==> config.mk <==
export PLATFORM = sky130hd
export DESIGN_NAME = nibble_seq_adder
export DESIGN_NICKNAME = d
export VERILOG_FILES = /design/src/rtl/nibble_seq_adder.sv
export SDC_FILE = /design/constraint.sdc
export NUM_CORES = 1
export LEC_CHECK = 0
export CAP_MARGIN = 10
export CORE_MARGIN = 2
export CORE_UTILIZATION = 30
export CTS_CLUSTER_DIAMETER = 120
export DETAILED_ROUTE_END_ITERATION = 8
export PLACE_DENSITY = 0.57
export SYNTH_ARGS = -nofsm -noshare
export SYNTH_HDL_FRONTEND = slang
export SYNTH_SLANG_ARGS = --single-unit
==> constraint.sdc <==
create_clock -name clk -period 3.6 [get_ports clk]
set_input_delay 0.36 -clock clk [delete_from_list [all_inputs] [get_ports clk]]
set_output_delay 0.36 -clock clk [all_outputs]
set_load 0.02 [all_outputs]
==> src/rtl/nibble_seq_adder.sv <==
// Multi-cycle WIDTH-bit adder that time-shares an external 4-bit ripple-carry slice, one nibble per cycle, LSB first.
// Optional signed-overflow output enabled by defining NIBBLE_SEQ_ADDER_OVF_EN.
module nibble_seq_adder #(
  parameter  int WIDTH = 16,
  localparam int NIB   = WIDTH / 4
) (
  input  logic             clk,
  input  logic             rst_n,
  input  logic             in_valid,
  output logic             in_ready,
  input  logic [WIDTH-1:0] a,
  input  logic [WIDTH-1:0] b,
  input  logic             ci,
  output logic             out_valid,
  input  logic             out_ready,
  output logic [WIDTH-1:0] sum,
  output logic             co,
`ifdef NIBBLE_SEQ_ADDER_OVF_EN
  output logic             ovf,
`endif
  output logic [3:0]       slice_a,
  output logic [3:0]       slice_b,
  output logic             slice_ci,
  input  logic [3:0]       slice_s,
  input  logic             slice_co
);

  localparam int IDXW = (NIB > 1) ? $clog2(NIB) : 1;

  typedef enum logic [1:0] {
    IDLE,
    RUN,
    DONE
  } state_t;

  state_t            state;
  state_t            next_state;
  logic [WIDTH-1:0]  a_r;
  logic [WIDTH-1:0]  b_r;
  logic              carry_r;
  logic [IDXW-1:0]   idx;
  logic              last_nib;

  assign last_nib = (idx == IDXW'(NIB - 1));

  always_ff @(posedge clk or negedge rst_n) begin
    if (!rst_n) begin
      state <= IDLE;
    end else begin
      state <= next_state;
    end
  end

  // Slice pins are decoded from registers only, so they settle well before each edge.
  always_comb begin
    next_state = state;
    slice_a    = 4'h0;
    slice_b    = 4'h0;
    slice_ci   = 1'b0;
    case (state)
      IDLE: begin
        if (in_valid && in_ready) begin
          next_state = RUN;
        end
      end
      RUN: begin
        slice_a  = a_r[4*idx +: 4];
        slice_b  = b_r[4*idx +: 4];
        slice_ci = carry_r;
        if (last_nib) begin
          next_state = DONE;
        end
      end
      DONE: begin
        if (out_valid && out_ready) begin
          next_state = IDLE;
        end
      end
      default: begin
        next_state = IDLE;
      end
    endcase
  end

  // in_ready tracks the upcoming state so it stays low throughout reset and rises one edge after release.
  always_ff @(posedge clk or negedge rst_n) begin
    if (!rst_n) begin
      in_ready  <= 1'b0;
      out_valid <= 1'b0;
      sum       <= '0;
      co        <= 1'b0;
      a_r       <= '0;
      b_r       <= '0;
      carry_r   <= 1'b0;
      idx       <= '0;
`ifdef NIBBLE_SEQ_ADDER_OVF_EN
      ovf       <= 1'b0;
`endif
    end else begin
      in_ready <= (next_state == IDLE);
      case (state)
        IDLE: begin
          if (in_valid && in_ready) begin
            a_r     <= a;
            b_r     <= b;
            carry_r <= ci;
            idx     <= '0;
          end
        end
        RUN: begin
          sum[4*idx +: 4] <= slice_s;
          carry_r         <= slice_co;
          if (last_nib) begin
            co        <= slice_co;
            out_valid <= 1'b1;
`ifdef NIBBLE_SEQ_ADDER_OVF_EN
            // The final slice nibble carries the result MSB.
            ovf       <= (a_r[WIDTH-1] == b_r[WIDTH-1]) && (slice_s[3] != a_r[WIDTH-1]);
`endif
          end else begin
            idx <= idx + 1'b1;
          end
        end
        DONE: begin
          if (out_valid && out_ready) begin
            out_valid <= 1'b0;
`ifdef NIBBLE_SEQ_ADDER_OVF_EN
            ovf       <= 1'b0;
`endif
          end
        end
        default: begin
          out_valid <= 1'b0;
        end
      endcase
    end
  end

endmodule

After elaboration in Yosys (flattened, before gate mapping)

Index checks and enable logic that the tools add are counted.

Register bits after elaboration: 56
Input bits: 42
Output and inout port bits: 28

$add $sub $neg: 2
Equal/unequal tests: 7
Shifts and indexed selects: 4
Multiplexer cells: 16
Bitwise gates (word level): 1
Reductions and logical operators: 10

Operator list:

| cell                    | count |
|---|---|
| $neg 4->34              | 1 |
| $shift 4x34->16 const A | 1 |
| $shiftx 4x34->16        | 1 |
| $shiftx 16x5->4         | 2 |
| $bwmux 16               | 1 |
| $mux 2                  | 5 |
| $mux 4                  | 2 |
| $ne 2x2->1 const B      | 4 |
| $pmux 2 s3              | 1 |
| $reduce_and 2->1        | 3 |
| $reduce_and 3->1        | 2 |
| $eq 2x2->1 const B      | 2 |
| $logic_not 2->1         | 2 |
| $mux 1                  | 4 |
| $pmux 2 s2              | 1 |
| $pmux 1 s3              | 1 |
| $add 2x1->2 const B     | 1 |
| $eq 2x1->1 const B      | 1 |
| $logic_and 1x1->1       | 2 |
| $pmux 1 s2              | 1 |
| $reduce_bool 2->1       | 1 |
| $not 1->1               | 1 |

Longest topological paths before layout

Word-level depth: 4
Mapped depth: 6

Worst setup path after synthesis

Ideal clock, no wire load.

Path kind: reg2out
Start point: reg idx[0]
End point: out slice_a[1]
Data arrival time: 1.357 ns
Data required time: 3.240 ns
Setup slack: 1.883 ns
Stages on the path, launching flop included: 4
Path buffers: 1
Cells stage by stage: dfrtp_1 -> buf_6 -> mux4_2 -> and2_1

Longest elaborated chain between the ends: 2

RTL lines:

| element                  | line | source |
|---|---|---|
| start: declaration       | 41   | `logic [IDXW-1:0] idx;` |
| start signal: assignment | 121  | `idx <= idx + 1'b1;` |
| $shiftx 16x5->4          | 67   | `slice_a = a_r[4*idx +: 4];` |
| $mux 4                   | 60   | `case (state)` |
| end: declaration         | 21   | `output logic [3:0] slice_a,` |

No other way between the ends.

Worst setup path in the final report

Start point: reg idx[0]
End point: out slice_a[3]

Same word-level chain as after synthesis.

==> tab_implementation.tex <==
\begin{tabular}{lr}
\hline
Metric & Value \\
\hline
\multicolumn{2}{l}{\textbf{Run status}} \\
\quad Outcome & finished clean \\
\multicolumn{2}{l}{\textbf{Worst setup path}} \\
\quad Worst EP required & between 3000 and 4000 ps \\
\quad Nature of the critical path endpoint & primary output \\
\quad Data arrival time at the worst-slack endpoint & about 2600 ps \\
\quad Class of the most critical setup path & reg2out \\
\quad Library cell contributing the largest single delay on the critical path & dfrtp\_1 \\
\quad Worst stage delay on the critical path & 890 ps \\
\quad Largest fanout of any net on the critical path & 16 \\
\quad Worst setup SP type & register \\
\quad Chain of cells forming the critical path & mux4\_1 > and2\_1 > clkdlybuf4s50\_1 \\
\multicolumn{2}{l}{\textbf{Clocking}} \\
\quad Post-CTS sizing & 0 \\
\quad Worst-Skew Late Latency & between 300 and 400 ps \\
\quad Count of hold buffers inserted by post-cts repair & 0 \\
\quad Register clock-pin slew on the reported worst setup and hold paths & 110 ps \\
\quad Root Buffer & clkbuf\_8 \\
\quad CTS tree & built \\
\quad Max clock buf depth & 2 \\
\quad H-tree lvl count & 2 \\
\quad Post-CTS Setup Bufs & 0 \\
\quad Total number of clock tree sinks & 56 \\
\quad TritonCTS Buffers & 5 \\
\multicolumn{2}{l}{\textbf{Synthesis}} \\
\quad Fraction of synthesized cell area in xor and xnor cells & 0\% \\
\quad Ys async rst share & 100\% \\
\quad Share of synthesized cell area in full adder, half adder and majority cells & a little under 3\% \\
\quad Dominant combinational cell family by area after synthesis & multiplexers \\
\quad Total of flip-flops plus latches after synthesis & 56 \\
\quad Share of synthesized area spent on multiplexers & around 22\% \\
\quad Gate count after technology mapping & 183 \\
\quad Yosys cell types & 29 \\
\quad Avg Cell Area, Syn & around 14 µm² \\
\quad Synth Warn \# & 0 \\
\quad Simple-gate portion of the synthesized area & about a tenth \\
\quad Fraction of the mapped netlist area in compound gates & under 10\% \\
\quad Net count of the mapped netlist & about 230 \\
\quad Fraction of post-synthesis cell area in the top cell type by area & a little over half \\
\quad Library cell with the largest summed area after synthesis & dfrtp\_1 \\
\quad Cells taking the most area after synthesis & dfrtp\_1 54\%, mux2\_2 14\%, mux4\_2 4.4\% \\
\quad Most used flip-flop cell after synthesis & dfrtp\_1 \\
\quad Post-Synthesis Cell Area & 2580 µm² \\
\quad Most instantiated cells after synthesis & 56 x dfrtp\_1, 33 x mux2\_2, 16 x nand2\_1, 12 x o31ai\_1, 9 x and2\_1 \\
\quad Most frequent cell after synthesis & dfrtp\_1 \\
\quad Number of synthesized flops with an enable pin & 0 \\
\quad Register area share after synthesis & between 50\% and 60\% \\
\multicolumn{2}{l}{\textbf{Pwr}} \\
\quad P\_sw & around 1.1 mW \\
\quad Maximum ir drop on the vdd rail & about 0.00040 V \\
\quad Fraction of power spent switching nets & a little over a third \\
\quad Register share of total power & a little under two fifths \\
\quad Comb pwr share & a little under half \\
\quad Cell internal pwr & 1.99 mW \\
\quad Clock network fraction of design power & 16.4\% \\
\quad Power density over the cells & just under 900 nW/µm² \\
\quad Leakage power & about 1.4 nW \\
\multicolumn{2}{l}{\textbf{Floorplan}} \\
\quad Starting density of the core & between 30\% and 40\% \\
\quad Floorplan die height & 96.8 µm \\
\quad Die boundary width & 96.8 µm \\
\quad Total I/O pin count & 70 \\
\quad Placement row count & 33 \\
\quad Floorplan core area & roughly 8300 µm² \\
\quad Die ar. & 9360 µm² \\
\multicolumn{2}{l}{\textbf{GRT}} \\
\quad First-pass GRT wire length & between 8000 and 9000 µm \\
\quad Vias in the first global route & between 1500 and 2000 \\
\quad Maximum number of pins on one net before global-route repair & 34 \\
\quad Number of antenna violations at the first check in global routing & 0 \\
\quad GR Overflow Total & 0 \\
\quad Overall Global Routing Usage & approximately an eighth \\
\multicolumn{2}{l}{\textbf{Route}} \\
\quad Wirelength, routed & 5320 µm \\
\quad First-iteration detailed-routing DRC count & 43 \\
\quad Detailed-routing iteration count for the pre-antenna-repair pass & 4 \\
\quad Vias & between 1500 and 2000 \\
\quad Via density per instance & 4.78 \\
\quad Remaining DRCs & 0 \\
\quad Number of nets with antenna violations after routing & 0 \\
\quad Wire length per cell after detailed routing & 14.8 µm \\
\multicolumn{2}{l}{\textbf{Timing}} \\
\quad Fmax & 0.343 GHz \\
\quad Number of hold violations in the final report & 0 \\
\quad Slew at the pin with the worst max-slew slack & about 800 ps \\
\quad Setup repair after global routing missed its margin & no \\
\quad Sum of negative setup slack & 0 ps \\
\quad Period minus WS final & 2920 ps \\
\quad Worst slew margin relative to its limit & a little under half \\
\quad Pins over their slew limit & 0 \\
\quad Share of the cycle needed by the critical path after routing & roughly 81\% \\
\quad Final setup violating endpoints & 0 \\
\quad Final Skew & roughly 12 ps \\
\multicolumn{2}{l}{\textbf{Finish}} \\
\quad Area overhead of the layout relative to synthesis & 35.1\% \\
\quad Filler cell count & about 770 \\
\quad Layout net count & 301 \\
\quad Number of inserted diodes & 0 \\
\quad Fraction of final layout cells sized beyond drive strength 1 & around a fifth \\
\quad Post-layout util & approximately 42\% \\
\multicolumn{2}{l}{\textbf{Placement}} \\
\quad Global placer's final weighted congestion & 0.711 \\
\quad Detail Placement HPWL & 3870 µm \\
\quad Number of I/O port buffers & between 60 and 70 \\
\multicolumn{2}{l}{\textbf{Flow run}} \\
\quad Max cap viols & 0 \\
\multicolumn{2}{l}{\textbf{Min path}} \\
\quad Worst min-delay path class & in2async \\
\hline
\end{tabular}
[stage by stage]
stage	instances	hold WS, ps	cell area [µm²]	power [mW]	setup slack, ps
after global routing	359	56.8	3490	3.27	519
after floorplan	183	64.4	2580	2.08	1880
after global placement	351	373	3350	2.58	1010
after CTS	359	27.8	3490	3.10	612
after detailed placement	351	374	3350	2.60	985
final	359	6.43	3490	3.05	683
[registers in the layout, indices dropped and copies added (netlist names)]
register   flops
b_r           16
idx            2
a_r           16
out_valid      1
sum           16
in_ready       1
co             1
carry_r        1
state          2
[metal layers]
metal | vias to the layer above | share of wire [%] | wire length [µm] | global-route usage (%)
met4 | 0 | 1.2 | 62 | 2.93
li1 | 813 | - | - | -
met5 | - | 0 | 0 | 0
met1 | 849 | 43 | 2280 | 15.2
met2 | 48 | 49 | 2580 | 18.8
met3 | 6 | 7.4 | 396 | 4.41
[power by group through the flow]
stage / combinational, mW / sequential, mW / clock (mW)
after detailed placement: 1.42 / 1.18 / 0
after global routing: 1.54 / 1.20 / 0.540
after floorplan: 0.928 / 1.15 / 0
after CTS: 1.43 / 1.16 / 0.513
final: 1.41 / 1.15 / 0.501
after global placement: 1.41 / 1.17 / 0
[kinds of logic (layout without fill, tap and decap cells)]
kind of cell    Yosys count  in the layout
simple gates             43             43
buf+inv                  11             82
flops                    56             56
compound gates           26             26
mux                      41             41
fa+ha+maj                 6              6
[cells in the final DEF, fill, tap and decap left out, drive strengths merged]
cell type and n:
inv 3, a21bo 1, o21ai 2, and4b 1
clkdlybuf4s50 68, bufinv 2, o31ai 12, nor2b 1
nor4b 1, nand2 16, a22o 4, a21oi 2
mux4 8, nor2 3, nand2b 6, ha 6
nand3b 4, clkbuf 5, buf 4, o2bb2ai 3
and2 9, mux2 33, dfrtp 56, a22oi 1
or3 1, and4bb 1, o21bai 1
[area by class of cell]
type,count,area (µm²),share of cell area [%]
clock buffer,5,68.8,1.97
clock inverter,3,68.8,1.97
inverter,2,7.51,0.215
multi-input combinational,116,1100,31.6
sequential,56,1400,40.2
tap,105,131,3.77
timing repair buffer,72,708,20.3
[worst max-delay path: cells and delay by family, from the launching register on]
family	cells	cell delay, ps
DFF	1	890
muxes	1	640
buffers and inverters	1	540
and+or+nand+nor	1	170
[final timing paths]
kind / start / depth (start not counted) / slack, ps / end
worst max-delay path: idx[0] / 3 / 680 / slice_a[3]
worst min-delay path: rst_n / 1 / 6 / a_r[10]
worst max register to register: idx[0] / 4 / 1390 / sum[1]
worst min register to register: sum[7] / 2 / 490 / sum[7]
max in group asynchronous: rst_n / 2 / 2770 / sum[9]
min in group clk: sum[7] / 2 / 490 / sum[7]
(Power assumes the default switching activity.)
